--- config.mk ---
export PLATFORM = sky130hd
export DESIGN_NAME = hazard_ctrl
export DESIGN_NICKNAME = d
export VERILOG_FILES = /design/src/rtl/hazard_ctrl_pkg.sv /design/src/rtl/hazard_ctrl_md_occupancy.sv /design/src/rtl/hazard_ctrl.sv
export SDC_FILE = /design/constraint.sdc
export NUM_CORES = 1
export LEC_CHECK = 0
export BUFFER_PORTS_ARGS = -buffer_cell sky130_fd_sc_hd__buf_4
export CORE_MARGIN = 3
export CORE_UTILIZATION = 45
export DETAILED_ROUTE_END_ITERATION = 10
export GPL_TIMING_DRIVEN = 0
export PLACE_DENSITY = 0.86
export RECOVER_POWER = 50
export SLEW_MARGIN = 40
export SYNTH_ARGS = -nofsm -noshare
export SYNTH_HDL_FRONTEND = slang
export SYNTH_SLANG_ARGS = --single-unit
--- constraint.sdc ---
create_clock -name clk -period 3.05 [get_ports clk]
set_input_delay 0.4575 -clock clk [delete_from_list [all_inputs] [get_ports clk]]
set_output_delay 0.4575 -clock clk [all_outputs]
set_load 0.05 [all_outputs]
--- src/rtl/hazard_ctrl_pkg.sv ---
// Shared constants and types for the pipeline sequencing controller.
// The latency counter width bounds MUL_LAT/DIV_LAT to 1..15.
package hazard_ctrl_pkg;

  localparam int RSIZE_DEF   = 5;
  localparam int MUL_LAT_DEF = 4;
  localparam int DIV_LAT_DEF = 12;
  localparam int MD_CNT_W    = 4;

  // Pipeline action selected each cycle, highest priority first.
  typedef enum logic [2:0] {
    ACT_RESET  = 3'd0,
    ACT_FREEZE = 3'd1,
    ACT_BRANCH = 3'd2,
    ACT_STALL  = 3'd3,
    ACT_RUN    = 3'd4
  } pipe_act_e;

endpackage

--- src/rtl/hazard_ctrl_md_occupancy.sv ---
// Tracks how long the shared MUL/DIV unit stays occupied after a start pulse.
// The count runs down every cycle, independent of pipeline freezes.
module hazard_ctrl_md_occupancy
  import hazard_ctrl_pkg::*;
#(
  parameter int MUL_LAT = MUL_LAT_DEF,
  parameter int DIV_LAT = DIV_LAT_DEF
) (
  input  logic clk,
  input  logic rst_n,
  input  logic start,
  input  logic is_div,
  output logic busy
);

  logic [MD_CNT_W-1:0] md_cnt;

  always_ff @(posedge clk or negedge rst_n) begin
    if (!rst_n) begin
      md_cnt <= '0;
    end else if (start) begin
      md_cnt <= is_div ? MD_CNT_W'(DIV_LAT) : MD_CNT_W'(MUL_LAT);
    end else if (md_cnt != '0) begin
      md_cnt <= md_cnt - 1'b1;
    end
  end

  assign busy = (md_cnt != '0);

endmodule

--- src/rtl/hazard_ctrl.sv ---
// Pipeline sequencing controller: picks freeze / branch flush / stall / run
// each cycle and issues the MUL/DIV start strobe.
module hazard_ctrl
  import hazard_ctrl_pkg::*;
#(
  parameter int RSIZE   = RSIZE_DEF,
  parameter int MUL_LAT = MUL_LAT_DEF,
  parameter int DIV_LAT = DIV_LAT_DEF,
  parameter int SCNT_W  = 16
) (
  input  logic              clk,
  input  logic              rst_n,
  input  logic [RSIZE-1:0]  ID_RAddr1,
  input  logic [RSIZE-1:0]  ID_RAddr2,
  input  logic              ID_Uses1,
  input  logic              ID_Uses2,
  input  logic              ID_MDOp,
  input  logic              ID_MDIsDiv,
  input  logic              ID_HiLoRd,
  input  logic              EX_MemRead,
  input  logic              EX_RFWen,
  input  logic [RSIZE-1:0]  EX_WAddr,
  input  logic              EX_BrTaken,
  input  logic              MEM_Ready,
  output logic              PC_En,
  output logic              IF_ID_En,
  output logic              IF_ID_Flush,
  output logic              ID_EX_En,
  output logic              ID_EX_Flush,
  output logic              EX_MEM_En,
  output logic              MEM_WB_En,
  output logic              MD_Start,
  output logic              MD_IsDiv,
  output logic              MD_Busy,
  output logic [SCNT_W-1:0] StallCnt
);

  pipe_act_e act;
  logic      md_busy_q;
  logic      load_use;
  logic      md_haz;

  hazard_ctrl_md_occupancy #(
    .MUL_LAT(MUL_LAT),
    .DIV_LAT(DIV_LAT)
  ) u_md_occupancy (
    .clk   (clk),
    .rst_n (rst_n),
    .start (MD_Start),
    .is_div(ID_MDIsDiv),
    .busy  (md_busy_q)
  );

  // A load to r0 never produces a value, so it cannot create a hazard.
  assign load_use = EX_MemRead & EX_RFWen & (EX_WAddr != '0) &
                    ((ID_Uses1 & (ID_RAddr1 == EX_WAddr)) |
                     (ID_Uses2 & (ID_RAddr2 == EX_WAddr)));
  assign md_haz   = md_busy_q & (ID_MDOp | ID_HiLoRd);

  always_comb begin
    act = ACT_RUN;
    if (!rst_n)                  act = ACT_RESET;
    else if (!MEM_Ready)         act = ACT_FREEZE;
    else if (EX_BrTaken)         act = ACT_BRANCH;
    else if (load_use || md_haz) act = ACT_STALL;
  end

  always_comb begin
    PC_En       = 1'b1;
    IF_ID_En    = 1'b1;
    IF_ID_Flush = 1'b0;
    ID_EX_En    = 1'b1;
    ID_EX_Flush = 1'b0;
    EX_MEM_En   = 1'b1;
    MEM_WB_En   = 1'b1;
    MD_Start    = 1'b0;
    MD_IsDiv    = 1'b0;
    MD_Busy     = md_busy_q;
    unique case (act)
      ACT_RESET: begin
        PC_En       = 1'b0;
        IF_ID_En    = 1'b0;
        ID_EX_En    = 1'b0;
        EX_MEM_En   = 1'b0;
        MEM_WB_En   = 1'b0;
        IF_ID_Flush = 1'b1;
        ID_EX_Flush = 1'b1;
        MD_Busy     = 1'b0;
      end
      ACT_FREEZE: begin
        PC_En     = 1'b0;
        IF_ID_En  = 1'b0;
        ID_EX_En  = 1'b0;
        EX_MEM_En = 1'b0;
        MEM_WB_En = 1'b0;
      end
      ACT_BRANCH: begin
        IF_ID_Flush = 1'b1;
        ID_EX_Flush = 1'b1;
      end
      ACT_STALL: begin
        PC_En       = 1'b0;
        IF_ID_En    = 1'b0;
        ID_EX_Flush = 1'b1;
      end
      default: begin
        MD_Start = ID_MDOp;
        MD_IsDiv = ID_MDOp & ID_MDIsDiv;
      end
    endcase
  end

  always_ff @(posedge clk or negedge rst_n) begin
    if (!rst_n) begin
      StallCnt <= '0;
    end else if (!PC_En && (StallCnt != '1)) begin
      StallCnt <= StallCnt + 1'b1;
    end
  end

endmodule

==> key figures, run 1 <==
Timing
  • Fin. Hold Viols: 0
  • Achievable Freq: 349.8 MHz
  • Slew HR: 59.41%
  • Fin Clk Skew: 3.346 ps
  • Final sum of negative setup slack: 0 ps
  • Period Utilization, post-route: 93.72%
  • Unrepaired setup endpoints after global routing: no
  • Slew Limit Fails: 0
  • # setup viols final: 0
  • Worst-Margin Slew: 611.4 ps
  • Min Tclk post-route: 2858 ps

Clocking
  • H-tree depth: 1
  • Number of buffers created by CTS: 3
  • CTS sink cnt: 20
  • Reg clk slew, reported paths: 110 ps
  • Clock latency at the later pin of the worst-skew pair: 310 ps
  • Clock buffer depth: 2
  • CTS Root Cell: clkbuf_4
  • CTS tree: done

Worst setup path
  • CP max stage delay: 430 ps
  • Worst Path Required: 2590 ps
  • Delay-heaviest family, CP: simple AND/OR/NAND/NOR gates
  • RR Startpoint: u_md_occupancy.md_cnt[0]$_DFFE_PN0P_
  • CP bufs+invs: 3
  • Setup CP Type: flip-flop to output port
  • Worst Setup End Kind: output port
  • Critical Path, Cell by Cell: inv_1 -> ha_1 -> or3b_4 -> o21ai_2 -> a21boi_2 -> and2_1 -> and3_1 -> buf_6 -> and2_2 -> buf_6
  • Worst Path Arrival: 2400 ps
  • CP max FO: 6
  • Critical path's slowest cell: or3b_4
  • Setup crit start kind: flip-flop
  • Crit path launch: u_md_occupancy.md_cnt[0]$_DFFE_PN0P_
  • R2r setup slk: 860 ps
  • Crit-path most repeated cell: buf_6

Synth
  • Post-synthesis instance total: 126
  • Sequential area share after synthesis: 41.24%
  • Most frequent cells after synthesis: xnor2_1, dfrtp_1, nand2_1, and3_1, nand3_1
  • FF+latch count, synth: 20
  • Area leader, netlist: dfrtp_1
  • Synth top area share: 41.24%
  • Ys Warns: 0
  • Syn Area/Cell: 9.632 um^2
  • Most numerous cell in the Yosys netlist: xnor2_1
  • Ys async rst share: 100.0%
  • Syn_nets: 155
  • Most used DFF post-synth: dfrtp_1
  • Post-synth EDFFs: 0
  • Synthesized cell area: 1214 um^2
  • Distinct cell type count after synthesis: 30
  • Synth area leaders: dfrtp_1, xnor2_1, and3_1

Cells and area
  • # diodes: 0
  • Fin cells: 212
  • Share of layout cells above drive strength 1: 30.22%
  • Area growth from synthesis to layout: 36.39%
  • Final Net Count: 212

Run status
  • Status: finished, final reports clean

GRT
  • Initial antenna violation count: 0
  • Congestion Overflow GR: 0
  • First-pass GRT wire length: 4.712 mm
  • Largest net degree at the start of global routing: 25
  • GRT Util Overall: 17.61%
  • Number of global-route vias before repair: 1,069

Route
  • Vias per cell: 5.099
  • Drt pass-1 iters: 4
  • DRT Wirelength: 2.772 mm
  • Routed WL per cell: 13.08 um
  • DRC viols: 0
  • Final ANT Viol Nets: 0
  • Via count: 1,081
  • DRT iter0 DRCs: 42

Place
  • Gp weighted congestion: 0.7988
  • Post-Place Cells: 207
  • Port Buffers: 51
  • Dpl hpwl: 2.240 mm

Run
  • Max-cap violation count: 0

Floorplan
  • Core Region: 2522 um^2
  • Initial Util: 48.12%
  • # IOs: 52
  • Row cnt: 18
  • Die width: 57.93 um
  • Die footprint: 3356 um^2
  • Die height: 57.93 um

Power and ir drop
  • Leakage: 0.7936 nW
  • IR drop worst, VDD: 703.9 uV
  • Power per standard cell area: 753.3 nW/um^2

Min path
  • Min-delay worst type: primary input to async pin
final timing paths:
kind | end | cells after the start
max | MD_IsDiv | 10
min | u_md_occupancy.md_cnt[2]$_DFFE_PN0P_ | 1
max reg2reg | u_md_occupancy.md_cnt[3]$_DFFE_PN0P_ | 9
min reg2reg | StallCnt[9]$_DFFE_PN0P_ | 1
max in group asynchronous | StallCnt[3]$_DFFE_PN0P_ | 1
min in group clk | u_md_occupancy.md_cnt[3]$_DFFE_PN0P_ | 2
per-layer routing:
metal | vias to the layer above | part of all wire (%) | global-route usage, %
met5 | - | 0 | 0
met4 | 0 | 1.1 | 4.967
met3 | 3 | 6.0 | 2.673
met2 | 32 | 51 | 30.65
met1 | 505 | 42 | 22.68
li1 | 541 | - | -
layout make-up:
class | instances | area [um^2]
fillers | 211 | 867.1
multi-input cells | 95 | 658.1
flip-flops and latches | 20 | 500.5
repair buffers | 52 | 345.3
plain buffers | 5 | 38.79
well taps | 30 | 37.54
clock inverters | 1 | 30.03
clock buffers | 3 | 22.52
inverters | 6 | 22.52
per-stage QoR:
step | setup WS [ps] | total power (W) | instance area, um^2 | utilization, % | hold WS (ps)
3_5_place_dp | 387.0 | 0.001047 | 1634 | 64.78 | 361.1
5_1_grt | 27.43 | 0.001333 | 1655 | 65.63 | 15.12
3_3_place_gp | 408.0 | 0.001023 | 1634 | 64.78 | 357.2
2_1_floorplan | 220.6 | 0.0008556 | 1214 | - | 161.9
4_1_cts | 29.97 | 0.001265 | 1687 | 66.87 | 17.76
6_report | 191.6 | 0.001247 | 1655 | 65.63 | 13.10
cells by family (layout without fill, tap and decap cells):
| kind of cell | Yosys count | after routing | synth area share [%] |
|---|---|---|---|
| AND/OR/NAND/NOR | 55 | 55 | 24.43 |
| buffers and inverters | 11 | 67 | 5.051 |
| XOR/XNOR | 25 | 25 | 18.04 |
| multiplexers | 2 | 2 | 2.165 |
| adder cells (fa/ha/maj) | 3 | 3 | 3.093 |
| flip-flops | 20 | 20 | 41.24 |
| AO/OA/AOI/OAI | 10 | 10 | 5.980 |
cell usage in the layout, fill, tap and decap left out, types with 2 or more instances in the layout:
cell type  synthesis  final
nand2_1           11     11
nor3_1             2      2
dfrtp_1           20     20
and4_1             2      2
and3_1             9      9
xnor2_1           24     24
buf_6              1      2
and2_1             3      3
o21ai_0            4      3
buf_4              3     41
nand4_1            7      7
nor2_1             7      7
ha_1               3      3
nand3_1            8      8
clkbuf_1           0     13
inv_1              6      6
clkbuf_4           0      3
or3_1              2      2
registers in the layout, indices dropped and copies added (netlist names):
register / cells
StallCnt: 16
u_md_occupancy.md_cnt: 4
power breakdown:
part           total, W  leakage, nW  switching, W  internal (W)
clock network  0.000216       0.0279     0.0000831      0.000133
logic          0.000591        0.508      0.000362      0.000229
registers      0.000440        0.258     0.0000969      0.000343
total           0.00125        0.794      0.000542      0.000705
repair_timing:
item,in CTS,in global routing
resized for setup,0,4
hold buffers,0,0
endpoints found under the setup margin,0,2
setup buffers,0,1
No activity file was read; power rests on OpenSTA's default activity.
==> run 2: changes to the inputs <==
Settings changed: CORE_ASPECT_RATIO from default to 1.75, CORE_MARGIN 3 to default.
==> run 2 against run 1 <==
Compared with the run above: sequential cell count unchanged; global-route usage rose by 6.4 points; critical path depth unchanged; maximum frequency decreased by 0.22%; cell area is 0.30% higher; total power increased by 4.3%; clock-buffer cell count stayed put; wire length up 11%; sequential share of layout area down 0.091 points; register-to-register slack worse by 70 ps; utilization up 0.20 points; critical endpoint unchanged; highest routed layer unchanged.
==> key figures, run 2 (same netlist as run 1, synthesis figures left out) <==
Power and ir drop
  • Sw power: 0.0005576 W (+2.9%)
  • P_int: 0.0007428 W (+5.4%)
  • Leakage: 0.7914 nW (-0.29%)
  • Power per standard cell area: 783.2 nW/um^2 (+4.0%)
  • Combinational Power Share: 45.6% (-1.8 points)
  • Switch share: 42.88% (-0.59 points)
  • Clock Power Share: 20.3% (+3.0 points)
  • IR drop worst, VDD: 616.9 uV (-12%)
  • Reg power frac: 34.1% (-1.2 points)

Timing
  • Unrepaired setup endpoints after global routing: no
  • Post-route setup slack: 185.2 ps (-6.406 ps)
  • Achievable Freq: 349.1 MHz (-0.22%)
  • Period Utilization, post-route: 93.93% (+0.21 points)
  • Min Tclk post-route: 2865 ps (+6.406 ps)
  • Fin Clk Skew: 6.740 ps (+3.395 ps)
  • Worst hold margin: 401.7 ps (+388.6 ps)
  • Slew HR: 22.50% (-37 points)
  • Slew Limit Fails: 0 (unchanged)
  • Final sum of negative setup slack: 0 ps (unchanged)
  • Worst-Margin Slew: 1163 ps (+551.1 ps)
  • # setup viols final: 0 (unchanged)
  • Fin. Hold Viols: 0 (unchanged)

Worst setup path
  • CP max stage delay: 420 ps (about the same)
  • Worst Path Arrival: 2410 ps (about the same)
  • Crit-path most repeated cell: buf_6
  • Worst Path Required: 2590 ps (about the same)
  • Setup CP Type: flip-flop to output port
  • Critical Path, Cell by Cell: inv_1 -> ha_2 -> or3b_4 -> o21ai_2 -> a21boi_2 -> and2_1 -> and3_1 -> buf_6 -> and2_2 -> buf_6
  • CP max FO: 6 (unchanged)
  • CP bufs+invs: 3 (unchanged)
  • Setup crit start kind: flip-flop
  • Delay-heaviest family, CP: simple AND/OR/NAND/NOR gates
  • Critical path's slowest cell: or3b_4
  • Worst Setup End Kind: output port

Floorplan
  • Die height: 70.70 um (+22%)
  • Core Region: 2522 um^2 (unchanged)
  • Die footprint: 2917 um^2 (-13%)
  • # IOs: 52 (unchanged)
  • Row cnt: 24 (+6)
  • Initial Util: 48.12% (unchanged)
  • Die width: 41.26 um (-29%)

Route
  • Routed WL per cell: 14.82 um (+13%)
  • DRC viols: 0 (unchanged)
  • DRT iter0 DRCs: 29 (-31%)
  • DRT Wirelength: 3.067 mm (+11%)
  • Final ANT Viol Nets: 0 (unchanged)
  • Drt pass-1 iters: 4 (unchanged)
  • Vias per cell: 5.527 (+8.4%)
  • Via count: 1,144 (+5.8%)

Cells and area
  • Area growth from synthesis to layout: 36.80%
  • Most frequent cells in the layout: buf_4, xnor2_1, dfrtp_1, clkbuf_1, nand2_1
  • Sequential Area: 500.5 um^2 (unchanged)
  • Biggest register: StallCnt
  • Biggest regs: StallCnt (16), u_md_occupancy.md_cnt (4)
  • Final Net Count: 211 (-0.47%)
  • FILL cells: 211 (unchanged)
  • Area occupied by multi-input gates: 660.6 um^2 (+0.38%)
  • # diodes: 0 (unchanged)
  • Most common cell after layout, fill and taps aside: buf_4
  • Design Area, Final: 1660 um^2 (+0.30%)
  • Share of layout cells above drive strength 1: 29.83% (-0.39 points)
  • Largest register FFs: 16 (unchanged)

Clocking
  • CTS Root Cell: clkbuf_8
  • Post-CTS resize count: 0 (unchanged)
  • CTS tree: done
  • Number of buffers created by CTS: 3 (unchanged)
  • Clock buffer depth: 2 (unchanged)
  • CTS sink cnt: 20 (unchanged)
  • H-tree depth: 1 (unchanged)
  • Reg clk slew, reported paths: 80 ps (-30 ps)
  • Clock latency at the later pin of the worst-skew pair: 260 ps (-50 ps)
  • Setup Buffers After CTS: 0 (unchanged)
  • Hold-fix buffers, CTS: 0 (unchanged)

Run
  • Max-cap violation count: 0 (unchanged)

GRT
  • Initial antenna violation count: 0 (unchanged)
  • GRT Util Overall: 23.97% (+6.4 points)
  • Number of global-route vias before repair: 1,175 (+9.9%)
  • Congestion Overflow GR: 0 (unchanged)
  • First-pass GRT wire length: 4.885 mm (+3.7%)
  • Largest net degree at the start of global routing: 25 (unchanged)

Place
  • Gp weighted congestion: 0.8243 (+3.2%)
  • Dpl hpwl: 2.437 mm (+8.8%)
  • Port Buffers: 51 (unchanged)
  • Area after DPL: 1629 um^2 (-0.31%)
  • Dpl ws: 318.3 ps (-68.68 ps)

Run status
  • Status: finished, final reports clean

Min path
  • Min-delay worst type: primary input to async pin
==> run 2: changes by cell type in the layout (fill, tap and decap cells not counted), sizes merged <==
cell / before / now
buf: 44 / 42
clkbuf: 16 / 17
==> run 2: cell type report <==
type	count	share of cell area, %
repair buffers	51	20.12
multi-input cells	95	39.79
flip-flops and latches	20	30.14
clock buffers	3	2.487
well taps	26	1.959
plain buffers	5	2.336
inverters	6	1.356
clock inverters	1	1.809
==> run 2: metal layers <==
metal / share of wire (%) / vias to the layer above / global-route usage (%) / wire length [um]
met2: 56 / 44 / 41.32 / 1725
li1: - / 544 / - / -
met1: 35 / 545 / 25.00 / 1067
met4: 2.7 / 0 / 11.11 / 84
met3: 6.2 / 11 / 5.643 / 189
met5: 0 / - / 0 / 0
==> run 2: stage by stage <==
stage	cells	utilization [%]	total power, W
2_1_floorplan	126	-	0.0008556
3_3_place_gp	203	64.58	0.001021
3_5_place_dp	203	64.58	0.001056
4_1_cts	207	67.41	0.001326
5_1_grt	207	65.82	0.001388
6_report	207	65.82	0.001300
==> run 2: final timing paths <==
path / from / to / slack [ps] / depth (start not counted)
max: u_md_occupancy.md_cnt[0]$_DFFE_PN0P_ / MD_IsDiv / 190 / 10
min: rst_n / u_md_occupancy.md_cnt[3]$_DFFE_PN0P_ / 400 / 1
max reg2reg: u_md_occupancy.md_cnt[0]$_DFFE_PN0P_ / u_md_occupancy.md_cnt[3]$_DFFE_PN0P_ / 790 / 9
min reg2reg: StallCnt[13]$_DFFE_PN0P_ / StallCnt[13]$_DFFE_PN0P_ / 500 / 1
max in group asynchronous: rst_n / StallCnt[3]$_DFFE_PN0P_ / 1950 / 1
min in group clk: ID_MDIsDiv / u_md_occupancy.md_cnt[3]$_DFFE_PN0P_ / 430 / 2
==> run 2: worst reg2reg max path, stage by stage, from the launching register on <==
cell and delay, ps:
dfrtp_1 410, inv_1 110, ha_2 200, or3b_4 420
o21ai_2 90, a21boi_2 180, and2_1 150, and3_1 180
buf_6 120, mux2_4 290
==> run 2: power groups by stage <==
stage	clock (W)	combinational, W	sequential (W)
floorplan	0	0.000263	0.000593
global placement	0	0.000584	0.000437
detailed placement	0	0.000610	0.000447
CTS	0.000271	0.000613	0.000442
global route	0.000286	0.000643	0.000459
finish	0.000263	0.000593	0.000444
